## config.mk

```make
export PLATFORM = sky130hd
export DESIGN_NAME = gamma_lut_bank_ctrl
export DESIGN_NICKNAME = d
export VERILOG_FILES = /design/src/rtl/img_lut_ctrl_pkg.sv /design/src/rtl/gamma_lut_bank_ctrl.sv
export SDC_FILE = /design/constraint.sdc
export NUM_CORES = 1
export LEC_CHECK = 0
export ABC_AREA = 1
export BUFFER_PORTS_ARGS = -buffer_cell sky130_fd_sc_hd__clkbuf_2
export CAP_MARGIN = 25
export CORE_MARGIN = 2
export CORE_UTILIZATION = 40
export DETAILED_ROUTE_END_ITERATION = 7
export HOLD_SLACK_MARGIN = 0.12
export SKIP_CTS_REPAIR_TIMING = 1
export SLEW_MARGIN = 30
export SYNTH_ARGS = -nofsm -noshare
export SYNTH_HDL_FRONTEND = slang
export SYNTH_SLANG_ARGS = --single-unit
```

## constraint.sdc

```tcl
create_clock -name clk_i -period 2.75 [get_ports clk_i]
set_input_delay 0.4125 -clock clk_i [delete_from_list [all_inputs] [get_ports clk_i]]
set_output_delay 0.4125 -clock clk_i [all_outputs]
set_load 0.02 [all_outputs]
```

## src/rtl/img_lut_ctrl_pkg.sv

```systemverilog
// Shared definitions for the image LUT control blocks: bank-controller FSM
// states and the tdata byte-rounding helper used to size table streams.
package img_lut_ctrl_pkg;

  typedef enum logic [1:0] {
    ST_IDLE     = 2'd0,
    ST_LOAD     = 2'd1,
    ST_DRAIN    = 2'd2,
    ST_WAIT_SOF = 2'd3
  } lut_state_e;

  // Round a bit width up to the next whole number of bytes.
  function automatic int unsigned byte_round(input int unsigned width);
    return ((width + 32'd7) / 32'd8) * 32'd8;
  endfunction

endpackage

```

## src/rtl/gamma_lut_bank_ctrl.sv

```systemverilog
// Ping-pong gamma LUT bank controller. A table arriving on the table stream
// is written into the shadow bank; once the table is complete the read bank
// flips on the next start-of-frame handshake, so a frame never sees a mix of
// old and new curve entries.
module gamma_lut_bank_ctrl
  import img_lut_ctrl_pkg::*;
#(
  parameter int unsigned PX_WIDTH        = 32'd10,
  parameter int unsigned TBL_TDATA_WIDTH = byte_round(PX_WIDTH)
) (
  input  logic                       clk_i,
  input  logic                       rst_i,
  input  logic                       tbl_tvalid_i,
  output logic                       tbl_tready_o,
  input  logic [TBL_TDATA_WIDTH-1:0] tbl_tdata_i,
  input  logic                       tbl_tlast_i,
  input  logic                       video_tvalid_i,
  input  logic                       video_tready_i,
  input  logic                       video_tuser_i,
  output logic                       lut_wr_en_o,
  output logic                       lut_wr_bank_o,
  output logic [PX_WIDTH-1:0]        lut_wr_addr_o,
  output logic [PX_WIDTH-1:0]        lut_wr_data_o,
  output logic                       lut_rd_bank_o,
  output logic                       busy_o,
  output logic                       swap_o,
  output logic                       err_o
);

  localparam logic [PX_WIDTH-1:0] ADDR_ZERO = '0;
  localparam logic [PX_WIDTH-1:0] ADDR_LAST = '1;
  localparam logic [PX_WIDTH-1:0] ADDR_ONE  = {{(PX_WIDTH-1){1'b0}}, 1'b1};

  lut_state_e          state_r;
  lut_state_e          state_nxt_s;
  logic [PX_WIDTH-1:0] addr_r;
  logic [PX_WIDTH-1:0] addr_nxt_s;
  logic                active_bank_r;
  logic                active_bank_nxt_s;
  logic                wr_en_r;
  logic                wr_en_nxt_s;
  logic [PX_WIDTH-1:0] wr_addr_r;
  logic [PX_WIDTH-1:0] wr_addr_nxt_s;
  logic [PX_WIDTH-1:0] wr_data_r;
  logic [PX_WIDTH-1:0] wr_data_nxt_s;
  logic                swap_r;
  logic                swap_nxt_s;
  logic                err_r;
  logic                err_nxt_s;

  logic                tbl_tready_s;
  logic                tbl_hs_s;
  logic                sof_hs_s;
  logic                sof_pending_s;
  logic [PX_WIDTH-1:0] tbl_entry_s;

  // The table stream is only held off while a complete table waits for SOF.
  assign tbl_tready_s  = (state_r != ST_WAIT_SOF);
  assign tbl_hs_s      = tbl_tvalid_i & tbl_tready_s;
  assign sof_hs_s      = video_tvalid_i & video_tready_i & video_tuser_i;
  assign tbl_entry_s   = tbl_tdata_i[PX_WIDTH-1:0];
  // Presenting the SOF beat already selects the new bank, so the SOF pixel is
  // looked up in it even while the beat is stalled by tready.
  assign sof_pending_s = (state_r == ST_WAIT_SOF) & video_tvalid_i & video_tuser_i;

  generate
    if (TBL_TDATA_WIDTH > PX_WIDTH) begin : g_pad
      logic unused_pad_s;
      assign unused_pad_s = ^tbl_tdata_i[TBL_TDATA_WIDTH-1:PX_WIDTH];
    end
  endgenerate

  // Next-state, address counter and registered-output next values.
  always_comb begin
    state_nxt_s       = state_r;
    addr_nxt_s        = addr_r;
    active_bank_nxt_s = active_bank_r;
    wr_en_nxt_s       = 1'b0;
    wr_addr_nxt_s     = wr_addr_r;
    wr_data_nxt_s     = wr_data_r;
    swap_nxt_s        = 1'b0;
    err_nxt_s         = 1'b0;
    case (state_r)
      ST_IDLE: begin
        if (tbl_hs_s) begin
          wr_en_nxt_s   = 1'b1;
          wr_addr_nxt_s = ADDR_ZERO;
          wr_data_nxt_s = tbl_entry_s;
          addr_nxt_s    = ADDR_ONE;
          state_nxt_s   = tbl_tlast_i ? ST_DRAIN : ST_LOAD;
        end else begin
          addr_nxt_s    = ADDR_ZERO;
        end
      end
      ST_LOAD: begin
        if (tbl_hs_s) begin
          wr_en_nxt_s   = 1'b1;
          wr_addr_nxt_s = addr_r;
          wr_data_nxt_s = tbl_entry_s;
          if (addr_r == ADDR_LAST) begin
            // Table is full; the counter holds rather than wrapping.
            state_nxt_s = tbl_tlast_i ? ST_WAIT_SOF : ST_DRAIN;
          end else if (tbl_tlast_i) begin
            // Short table: shadow bank is now partial, never swap it in.
            state_nxt_s = ST_IDLE;
            addr_nxt_s  = ADDR_ZERO;
            err_nxt_s   = 1'b1;
          end else begin
            addr_nxt_s  = addr_r + ADDR_ONE;
          end
        end else begin
          addr_nxt_s = addr_r;
        end
      end
      ST_DRAIN: begin
        if (tbl_hs_s && tbl_tlast_i) begin
          state_nxt_s = ST_IDLE;
          addr_nxt_s  = ADDR_ZERO;
          err_nxt_s   = 1'b1;
        end else begin
          state_nxt_s = ST_DRAIN;
        end
      end
      ST_WAIT_SOF: begin
        if (sof_hs_s) begin
          active_bank_nxt_s = ~active_bank_r;
          swap_nxt_s        = 1'b1;
          state_nxt_s       = ST_IDLE;
          addr_nxt_s        = ADDR_ZERO;
        end else begin
          state_nxt_s       = ST_WAIT_SOF;
        end
      end
      default: begin
        state_nxt_s = ST_IDLE;
        addr_nxt_s  = ADDR_ZERO;
      end
    endcase
  end

  // State, counter, active bank and output registers with synchronous reset.
  always_ff @(posedge clk_i) begin
    if (rst_i) begin
      state_r       <= ST_IDLE;
      addr_r        <= ADDR_ZERO;
      active_bank_r <= 1'b0;
      wr_en_r       <= 1'b0;
      wr_addr_r     <= ADDR_ZERO;
      wr_data_r     <= ADDR_ZERO;
      swap_r        <= 1'b0;
      err_r         <= 1'b0;
    end else begin
      state_r       <= state_nxt_s;
      addr_r        <= addr_nxt_s;
      active_bank_r <= active_bank_nxt_s;
      wr_en_r       <= wr_en_nxt_s;
      wr_addr_r     <= wr_addr_nxt_s;
      wr_data_r     <= wr_data_nxt_s;
      swap_r        <= swap_nxt_s;
      err_r         <= err_nxt_s;
    end
  end

  assign tbl_tready_o  = tbl_tready_s;
  assign lut_wr_en_o   = wr_en_r;
  assign lut_wr_bank_o = ~active_bank_r;
  assign lut_wr_addr_o = wr_addr_r;
  assign lut_wr_data_o = wr_data_r;
  assign lut_rd_bank_o = active_bank_r ^ sof_pending_s;
  assign busy_o        = (state_r != ST_IDLE);
  assign swap_o        = swap_r;
  assign err_o         = err_r;

endmodule

```

==> results.yml, run 1 <==
sta:
  slew_violations: 0
  worst_slew_pin_slew_ns: 0.645
  hold_viol: 0
  finalSetupViolCount: 0
  maxSlewHeadroom_pct: 57.0
  setup_tns_ns: 0
  fin_skew_ns: 0.00562
  rsz0062_at_grt: "false"
  period_share_pct: 72.5
  hold_ws_ns: 0.344
  period_needed_ns: 1.99
  max_freq_mhz: 502
  setup_slack_ns: 0.757
logic_synthesis:
  synth_area_sq_mm: 0.00170
  ys_types: 25
  syn_nets: 268
  syn_area_per_cell_sq_um: 7.13
  seq_area_frac_synth_pct: 42.3
  synth-seq-cells: 36
  ys.warnings.count: 0
  synth_cells: 239
clock_tree:
  clk_pin_slew_ns: 0.08
  cts_tree: "done"
  insertion_delay_ns: 0.29
  h-tree-depth: 2
  clock-sinks: 36
  cts_inserted_buffers: 5
  clk_path_buf_depth: 2
  root_buffer: "clkbuf_8"
placed_design:
  io_buffer_count: 43
  placedCellCount: 325
  pre_cts_ws_ns: 0.765
  gp_congestion: 0.835
  hpwl_um: 2850
  dpl_cell_area_sq_mm: 0.00195
routing:
  drc: 0
  dr.pass1.iters: 4
  vias: 1626
  wl_per_cell_um: 11.8
  drt_iter0_markers: 113
  drt_wl_total_um: 3920
  ant_nets: 0
  vias_per_cell: 4.88
final_layout:
  finalInstanceArea_sq_mm: 0.00204
  syn_to_final_growth_pct: 19.5
  finalNonFillerCells: 333
  num_antenna_cells: 0
  layout-drive-gt1-share_pct: 23.0
  nNetsFinal: 311
global_routing:
  grt_pass1_wl_um: 6700
  grt_antenna_before_repair: 0
  grt_use_total_pct: 17.1
  first_global_vias: 1479
  grt_remaining_overflow: 0
  grt_max_degree: 22
critical_path:
  criticalPathCategory: "register to register"
  path_max_fanout: 21
  arrival_ns: 2.18
  worstSetupEndpointType: "register"
  cp-start-kind: "register"
  worst_ep_required_time_ns: 2.94
floorplan:
  dieHeight_um: 69.3
  initial_core_util_pct: 42.0
  die_area_sq_mm: 0.00480
  coreArea_sq_mm: 0.00406
  die_w_um: 69.3
  placement_rows: 23
  boundaryPins: 50
power_and_ir_drop:
  power_density_mw_per_mm2: 774
  p_leak_nw: 0.958
  ir_worst_vdd_uv: 296
outcome:
  outcome: "completed"
flow_run:
  drv_cap: 0
hold_path:
  min_path_type: "input port to register"
==> worst max-delay path, cell delays in order (launching register included) <==
cell and delay, ns:
dfxtp_1 0.33, inv_1 0.12, ha_1 0.59, nor2_1 0.11
nor2_1 0.16, inv_1 0.30, nor2_1 0.22, nor2_1 0.07
==> synthesized netlist by cell type, drive strengths merged <==
library cell  count  area (sq um)
ha                6          75.1
nand4             3          33.8
inv              28           105
o21bai            1          7.51
nand2            50           198
dfxtp            36           721
buf               6          36.3
clkbuf            3          11.3
o21ai            22           110
a22oi             1          7.51
a31oi             1          6.26
nand3            18          95.1
a21oi            18          90.1
o22ai             1          6.26
nor3              2          10.0
nor2             42           183
xor2              1          8.76
==> flip-flops by register name (all words and copies together), names as in the netlist <==
name,count
lut_wr_en_o,1
swap_o,1
lut_wr_data_o,10
active_bank_r,1
state_r,2
err_o,1
addr_r,10
lut_wr_addr_o,10
==> final cells by class <==
| class | count | area [sq um] |
|---|---|---|
| multi-input cells | 166 | 831 |
| clock inverters | 3 | 18.8 |
| repair buffers | 45 | 230 |
| inverters | 28 | 105 |
| well taps | 50 | 62.6 |
| flip-flops and latches | 36 | 721 |
| fillers | 433 | 2020 |
| clock buffers | 5 | 68.8 |
==> cells by family after synthesis <==
logic type | count (synthesis) | share of synthesized area [%]
AOI/OAI and AO/OA | 44 | 13.4
xor gates and xnor gates | 1 | 0.514
adders and majority gates | 6 | 4.41
buffers and inverters | 37 | 8.96
DFF | 36 | 42.3
and+or+nand+nor | 115 | 30.5
==> cells in the final DEF (no fill, tap or decap), types with 2 or more instances in the layout <==
cell,n
nand2_1,46
nand3_1,17
nand2_2,4
clkinv_2,2
buf_4,2
nor3_1,2
inv_2,2
o21ai_1,3
clkbuf_2,43
a21oi_1,18
ha_1,6
clkbuf_8,5
nor2_4,3
dfxtp_1,36
nand4_1,2
o21ai_0,19
inv_1,26
nor2_1,38
==> metrics by stage <==
step | power (mW) | utilization (%)
after global routing | 1.70 | 50.2
after CTS | 1.59 | 50.2
after detailed placement | 1.22 | 48.0
final | 1.58 | 50.2
after floorplan | 1.08 | -
after global placement | 1.21 | 48.0
==> final timing paths <==
path,startpoint,endpoint,slack (ns),cells past startpoint
hold reg to reg,lut_wr_addr_o[4]$_SDFFE_PP0P_,lut_wr_addr_o[4]$_SDFFE_PP0P_,0.47,2
setup reg to reg,state_r[1]$_SDFFE_PP0P_,lut_wr_data_o[9]$_SDFFE_PP0P_,0.76,7
setup / recovery,state_r[1]$_SDFFE_PP0P_,lut_wr_data_o[9]$_SDFFE_PP0P_,0.76,7
hold / removal,tbl_tdata_i[2],lut_wr_data_o[2]$_SDFFE_PP0P_,0.34,3
==> power breakdown <==
group          internal, mW  switching (mW)  leakage, nW
clock network         0.176           0.195       0.0479
registers             0.589          0.0437        0.293
logic                 0.174           0.399        0.617
==> routing by layer <==
metal	global-route usage, %	vias to the layer above	share of wire [%]
li1	-	846	-
met4	5.88	0	1.3
met5	0	-	0
met3	4.22	7	4.7
met2	27.9	34	46
met1	22.0	739	48
(Power assumes the default switching activity.)
==> run 2, diff against run 1 <==
- PLACE_DENSITY: default -> 0.67
- clock period: 2.75 -> 1.7 ns (I/O delays scaled with it)
==> run 2 against run 1 <==
  * Die area unchanged
  * First-iteration DRC count down 39%
  * Power up 82%
  * Highest routed layer unchanged
  * Wire length up 0.61%
  * Clock power up 77%
  * Flip-flop and latch count unchanged
  * Combinational power up 110%
  * Worst setup slack worse by 0.68 ns
  * Register-to-register slack worse by 0.59 ns
  * Largest power group is now combinational cells
  * Cell count up 4.8%
  * Largest cell class unchanged
  * Cell area up 9.0%
  * Critical path depth down 2
==> results.yml, run 2 (synthesis results as in run 1) <==
critical_path:
  path_max_fanout: 4
  critPathSlowestCell: "dfxtp_2"
  cp_slowest_stage_delay_ns: 0.39
  crit_buf_inv: 2
  arrival_ns: 1.37
  worstSetupEndpointType: "output port"
  worst_ep_required_time_ns: 1.44
  crit_family: "flip-flops"
  criticalPathCategory: "register to output port"
  cp-start-kind: "register"
  critical_path.most_common_cell: "buf_4"
  path_cells: "ha_2 > buf_4 > nand3_1 > xor2_1 > buf_4"
sta:
  slew_violations: 0
  period_needed_ns: 1.63
  period_share_pct: 95.7
  worst_slew_pin_slew_ns: 0.273
  max_freq_mhz: 615
  hold_viol: 0
  fin_skew_ns: 0.00228
  maxSlewHeadroom_pct: 81.7
  finalSetupViolCount: 0
final_layout:
  layout-drive-gt1-share_pct: 29.1
  syn_to_final_growth_pct: 30.3
  fillers: 384
  layout_commonest_cell: "nand2_1"
  nNetsFinal: 328
  fin_util_pct: 54.7
  finalInstanceArea_sq_mm: 0.00222
  final_cell_mix: "45 x nand2_1, 42 x clkbuf_2, 37 x nor2_1, 35 x dfxtp_1, 25 x inv_1"
  num_antenna_cells: 0
floorplan:
  placement_rows: 23
  die_area_sq_mm: 0.00480
  dieHeight_um: 69.3
  coreArea_sq_mm: 0.00406
  initial_core_util_pct: 42.0
  boundaryPins: 50
  die_w_um: 69.3
clock_tree:
  root_buffer: "clkbuf_8"
  insertion_delay_ns: 0.29
  clock-sinks: 36
  cts_tree: "done"
  h-tree-depth: 2
  clk_path_buf_depth: 2
  clk_pin_slew_ns: 0.07
  cts_inserted_buffers: 5
routing:
  dr.pass1.iters: 4
  vias: 1651
  ant_nets: 0
  drc: 0
  drt_iter0_markers: 69
  drt_wl_total_um: 3940
  vias_per_cell: 4.73
  wl_per_cell_um: 11.3
power_and_ir_drop:
  ir_worst_vdd_uv: 465
  p_leak_nw: 1.05
  power_density_mw_per_mm2: 1290
global_routing:
  first_global_vias: 1482
  grt_remaining_overflow: 0
  grt_use_total_pct: 17.1
  grt_antenna_before_repair: 0
  grt_max_degree: 22
  grt_pass1_wl_um: 6610
flow_run:
  drv_cap: 0
placed_design:
  dpl_cell_area_sq_mm: 0.00209
  io_buffer_count: 43
  hpwl_um: 3000
  gp_congestion: 0.868
hold_path:
  min_path_type: "input port to register"
outcome:
  outcome: "completed"
[run 2: layout make-up]
| type | instances | area [sq um] | area share (%) |
|---|---|---|---|
| multi-input cells | 166 | 858 | 38.6 |
| flip-flops and latches | 36 | 722 | 32.5 |
| repair buffers | 62 | 377 | 17.0 |
| inverters | 28 | 105 | 4.73 |
| clock buffers | 7 | 96.3 | 4.34 |
| well taps | 50 | 62.6 | 2.82 |
[run 2: path summary, 6_finish.rpt]
kind / start / end / slack, ns / depth (start not counted)
max: state_r[0]$_SDFFE_PP0P_ / lut_rd_bank_o / 0.07 / 5
min: tbl_tdata_i[9] / lut_wr_data_o[9]$_SDFFE_PP0P_ / 0.19 / 3
max reg2reg: state_r[1]$_SDFFE_PP0P_ / addr_r[5]$_SDFFE_PP0P_ / 0.17 / 10
min reg2reg: lut_wr_addr_o[9]$_SDFFE_PP0P_ / lut_wr_addr_o[9]$_SDFFE_PP0P_ / 0.47 / 2
[run 2: metrics by stage]
stage / hold slack (ns) / worst slack (ns) / setup TNS [ns] / cells / power (mW)
detailed placement: 0.457 / 0.0517 / 0 / 342 / 2.17
floorplan: 0.390 / 0.190 / 0 / 239 / 1.75
global placement: 0.453 / 0.0608 / 0 / 342 / 2.15
finish: 0.188 / 0.0731 / 0 / 349 / 2.86
CTS: 0.185 / 0.00544 / 0 / 349 / 2.84
global route: 0.182 / -0.00612 / -0.00612 / 349 / 3.04
[run 2: layer usage]
layer,global-route usage (%),wire length (um),up-vias
met2,27.4,1790,40
li1,-,-,883
met4,7.19,65,0
met3,4.07,179,7
met1,22.2,1910,721
met5,0,0,-
[run 2: worst reg2reg max path, cell delays in order (launching register included)]
cell     delay [ns]
dfxtp_1        0.37
inv_1          0.09
buf_4          0.15
ha_1           0.20
inv_1          0.12
nand2_2        0.12
nor2_4         0.15
o21ai_1        0.10
nand3_1        0.09
nand2_1        0.05
inv_1          0.04
[run 2: report_power, final]
group | internal (mW) | leakage (nW) | switching [mW]
sequential | 0.955 | 0.294 | 0.0668
combinational | 0.480 | 0.707 | 0.705
clock | 0.361 | 0.0503 | 0.294
==> run 3, diff against run 2 <==
- ABC_AREA: 1 -> default
- MAX_ROUTING_LAYER: default -> met4
==> run 3 against run 2 <==
  * The flow now finishes with violations (setup timing)
  * Worst hold slack got worse by 0.012 ns
  * First-iteration DRC count rose by 12%
  * Clock skew rose by 0.00066 ns
  * Critical path depth rose by 1
  * Flip-flop and latch count did not move
  * Count of clock-buffer cells in the layout fell by 1
  * Area after synthesis fell by 1.0%
  * Via count rose by 6.5%
  * Non-clock buffer count rose by 22
  * Critical endpoint is now addr_r[7]$_SDFFE_PP0P_
==> results.yml, run 3 <==
outcome:
  outcome: "finished with violations"
  failed_checks: "setup timing"
critical_path:
  criticalPathCategory: "register to register"
  worst_ep_required_time_ns: 1.92
  arrival_ns: 2.04
  worstSetupEndpointType: "register"
  r2r_slack_ns: -0.12
  path_max_fanout: 5
  worstSetupEndpoint: "addr_r[7]$_SDFFE_PP0P_"
  rr_endpoint: "addr_r[7]$_SDFFE_PP0P_"
  r2r_cells: 6
  cp-start-kind: "register"
  startpoint: "state_r[1]$_SDFFE_PP0P_"
  r2r-start: "state_r[1]$_SDFFE_PP0P_"
floorplan:
  placement_rows: 23
  boundaryPins: 50
  initial_core_util_pct: 41.9
  dieHeight_um: 68.9
  coreArea_sq_mm: 0.00403
  die_area_sq_mm: 0.00475
  die_w_um: 68.9
final_layout:
  finalNonFillerCells: 329
  layout-drive-gt1-share_pct: 41.9
  syn_to_final_growth_pct: 50.5
  nNetsFinal: 307
  finalInstanceArea_sq_mm: 0.00254
  layout_commonest_cell: "clkbuf_2"
  num_antenna_cells: 0
  fillers: 339
  final_cell_mix: "41 x clkbuf_2, 37 x buf_4, 34 x dfxtp_1, 25 x nand2_1"
sta:
  slew_violations: 0
  fin_skew_ns: 0.00295
  max_freq_mhz: 550
  hold_viol: 0
  period_needed_ns: 1.82
  finalSetupViolCount: 11
  rsz0062_at_grt: "true"
  hold_ws_ns: 0.176
  setup_slack_ns: -0.118
  maxSlewHeadroom_pct: 72.6
  worst_slew_pin_slew_ns: 0.410
  period_share_pct: 107
clock_tree:
  cts_inserted_buffers: 5
  clk_path_buf_depth: 2
  h-tree-depth: 2
  cts_tree: "done"
  insertion_delay_ns: 0.29
  root_buffer: "clkbuf_8"
  clk_pin_slew_ns: 0.07
  clock-sinks: 36
logic_synthesis:
  synth_ff_type: "dfxtp_1"
  async_flop_share_pct: 0
  synth.most_common_cell: "dfxtp_1"
  synth_area_sq_mm: 0.00169
  syn_area_per_cell_sq_um: 8.52
  syn_nets: 227
  synth_top_area_share_pct: 42.7
  synthTopCellsByCount: "36 x dfxtp_1, 25 x nand2_1, 19 x a21oi_1"
  ys_top_cells_by_area: "dfxtp_1 43%, a21oi_1 5.6%, nand2_1 5.6%"
  synth_cells: 198
  synth-edff-count: 0
  seq_area_frac_synth_pct: 42.7
  synth_top_cell_by_area: "dfxtp_1"
  ys_types: 44
  synth-seq-cells: 36
  ys.warnings.count: 0
routing:
  ant_nets: 0
  vias: 1759
  drt_iter0_markers: 77
  drc: 0
  wl_per_cell_um: 14.1
  vias_per_cell: 5.35
  dr.pass1.iters: 4
  drt_wl_total_um: 4650
global_routing:
  grt_use_total_pct: 20.3
  grt_pass1_wl_um: 6960
  first_global_vias: 1555
  grt_remaining_overflow: 0
  grt_antenna_before_repair: 0
  grt_max_degree: 32
power_and_ir_drop:
  sw_frac_of_total_pct: 36.9
  power.internal_mw: 1.90
  ir_worst_vdd_uv: 697
  seq_power_share_pct: 33.9
  p_clk_share_pct: 20.7
  switchingPower_mw: 1.11
  p_leak_nw: 1.07
  totalPowerFinal_mw: 3.01
  power_density_mw_per_mm2: 1180
  p_comb_share_pct: 45.4
placed_design:
  gp_congestion: 0.869
  pre_cts_ws_ns: -0.148
  hpwl_um: 3090
  dpl_cell_area_sq_mm: 0.00224
  io_buffer_count: 43
  placedCellCount: 317
hold_path:
  min_path_type: "input port to register"
flow_run:
  drv_cap: 0
[run 3: per-layer routing]
layer / global-route usage, % / part of all wire (%) / vias to the layer above
met5: - / 0 / -
met4: 8.82 / 1.4 / 0
li1: - / - / 887
met2: 31.1 / 46 / 57
met3: 4.38 / 6.8 / 7
met1: 25.7 / 46 / 808
[run 3: kinds of logic (layout without fill, tap and decap cells)]
group / Yosys count / after routing / share of synthesized area [%]
and+or+nand+nor: 74 / 74 / 22.6
DFF: 36 / 36 / 42.7
adders and majority gates: 6 / 6 / 4.45
buffers and inverters: 21 / 102 / 5.71
AOI/OAI and AO/OA: 59 / 59 / 23.4
xor gates and xnor gates: 2 / 2 / 1.04
[run 3: how the worst min path moves through the flow]
stage / from / endpoint / slack (ns) / depth (start not counted)
floorplan: tbl_tdata_i[9] / lut_wr_data_o[9]$_SDFFE_PP0P_ / 0.39 / 2
global placement: lut_wr_data_o[9]$_SDFFE_PP0P_ / lut_wr_data_o[9]$_SDFFE_PP0P_ / 0.44 / 2
detailed placement: lut_wr_data_o[1]$_SDFFE_PP0P_ / lut_wr_data_o[1]$_SDFFE_PP0P_ / 0.45 / 2
CTS: tbl_tdata_i[5] / lut_wr_data_o[5]$_SDFFE_PP0P_ / 0.17 / 3
global route: tbl_tdata_i[5] / lut_wr_data_o[5]$_SDFFE_PP0P_ / 0.18 / 3
finish: tbl_tdata_i[9] / lut_wr_data_o[9]$_SDFFE_PP0P_ / 0.18 / 3
[run 3: power by group through the flow]
stage / clock (mW) / sequential [mW] / combinational [mW]
final: 0.622 / 1.02 / 1.37
after global routing: 0.682 / 1.03 / 1.48
after CTS: 0.654 / 1.00 / 1.19
after detailed placement: 0 / 1.02 / 1.19
after global placement: 0 / 1.02 / 1.18
after floorplan: 0 / 1.09 / 0.614
[run 3: area by class of cell]
| class | count | area [sq um] | area share (%) |
|---|---|---|---|
| clock inverter | 2 | 10.0 | 0.394 |
| multi-input combinational | 141 | 1050 | 41.4 |
| tap | 50 | 62.6 | 2.46 |
| sequential | 36 | 728 | 28.7 |
| clock buffer | 6 | 82.6 | 3.25 |
| timing repair buffer | 84 | 562 | 22.1 |
| inverter | 10 | 42.5 | 1.68 |
[run 3: stage by stage]
stage               TNS, ns  util [%]
floorplan           -0.0620         -
global placement      -2.15      55.7
detailed placement    -2.23      55.7
CTS                   -2.64      58.0
global route          -1.36      63.0
finish               -0.655      63.0
[run 3: worst max-delay path, stage by stage, from the launching register on]
cell	delay [ns]
dfxtp_4	0.38
inv_4	0.06
ha_4	0.17
and4_4	0.18
a32o_2	0.30
or4b_1	0.53
a21oi_1	0.15
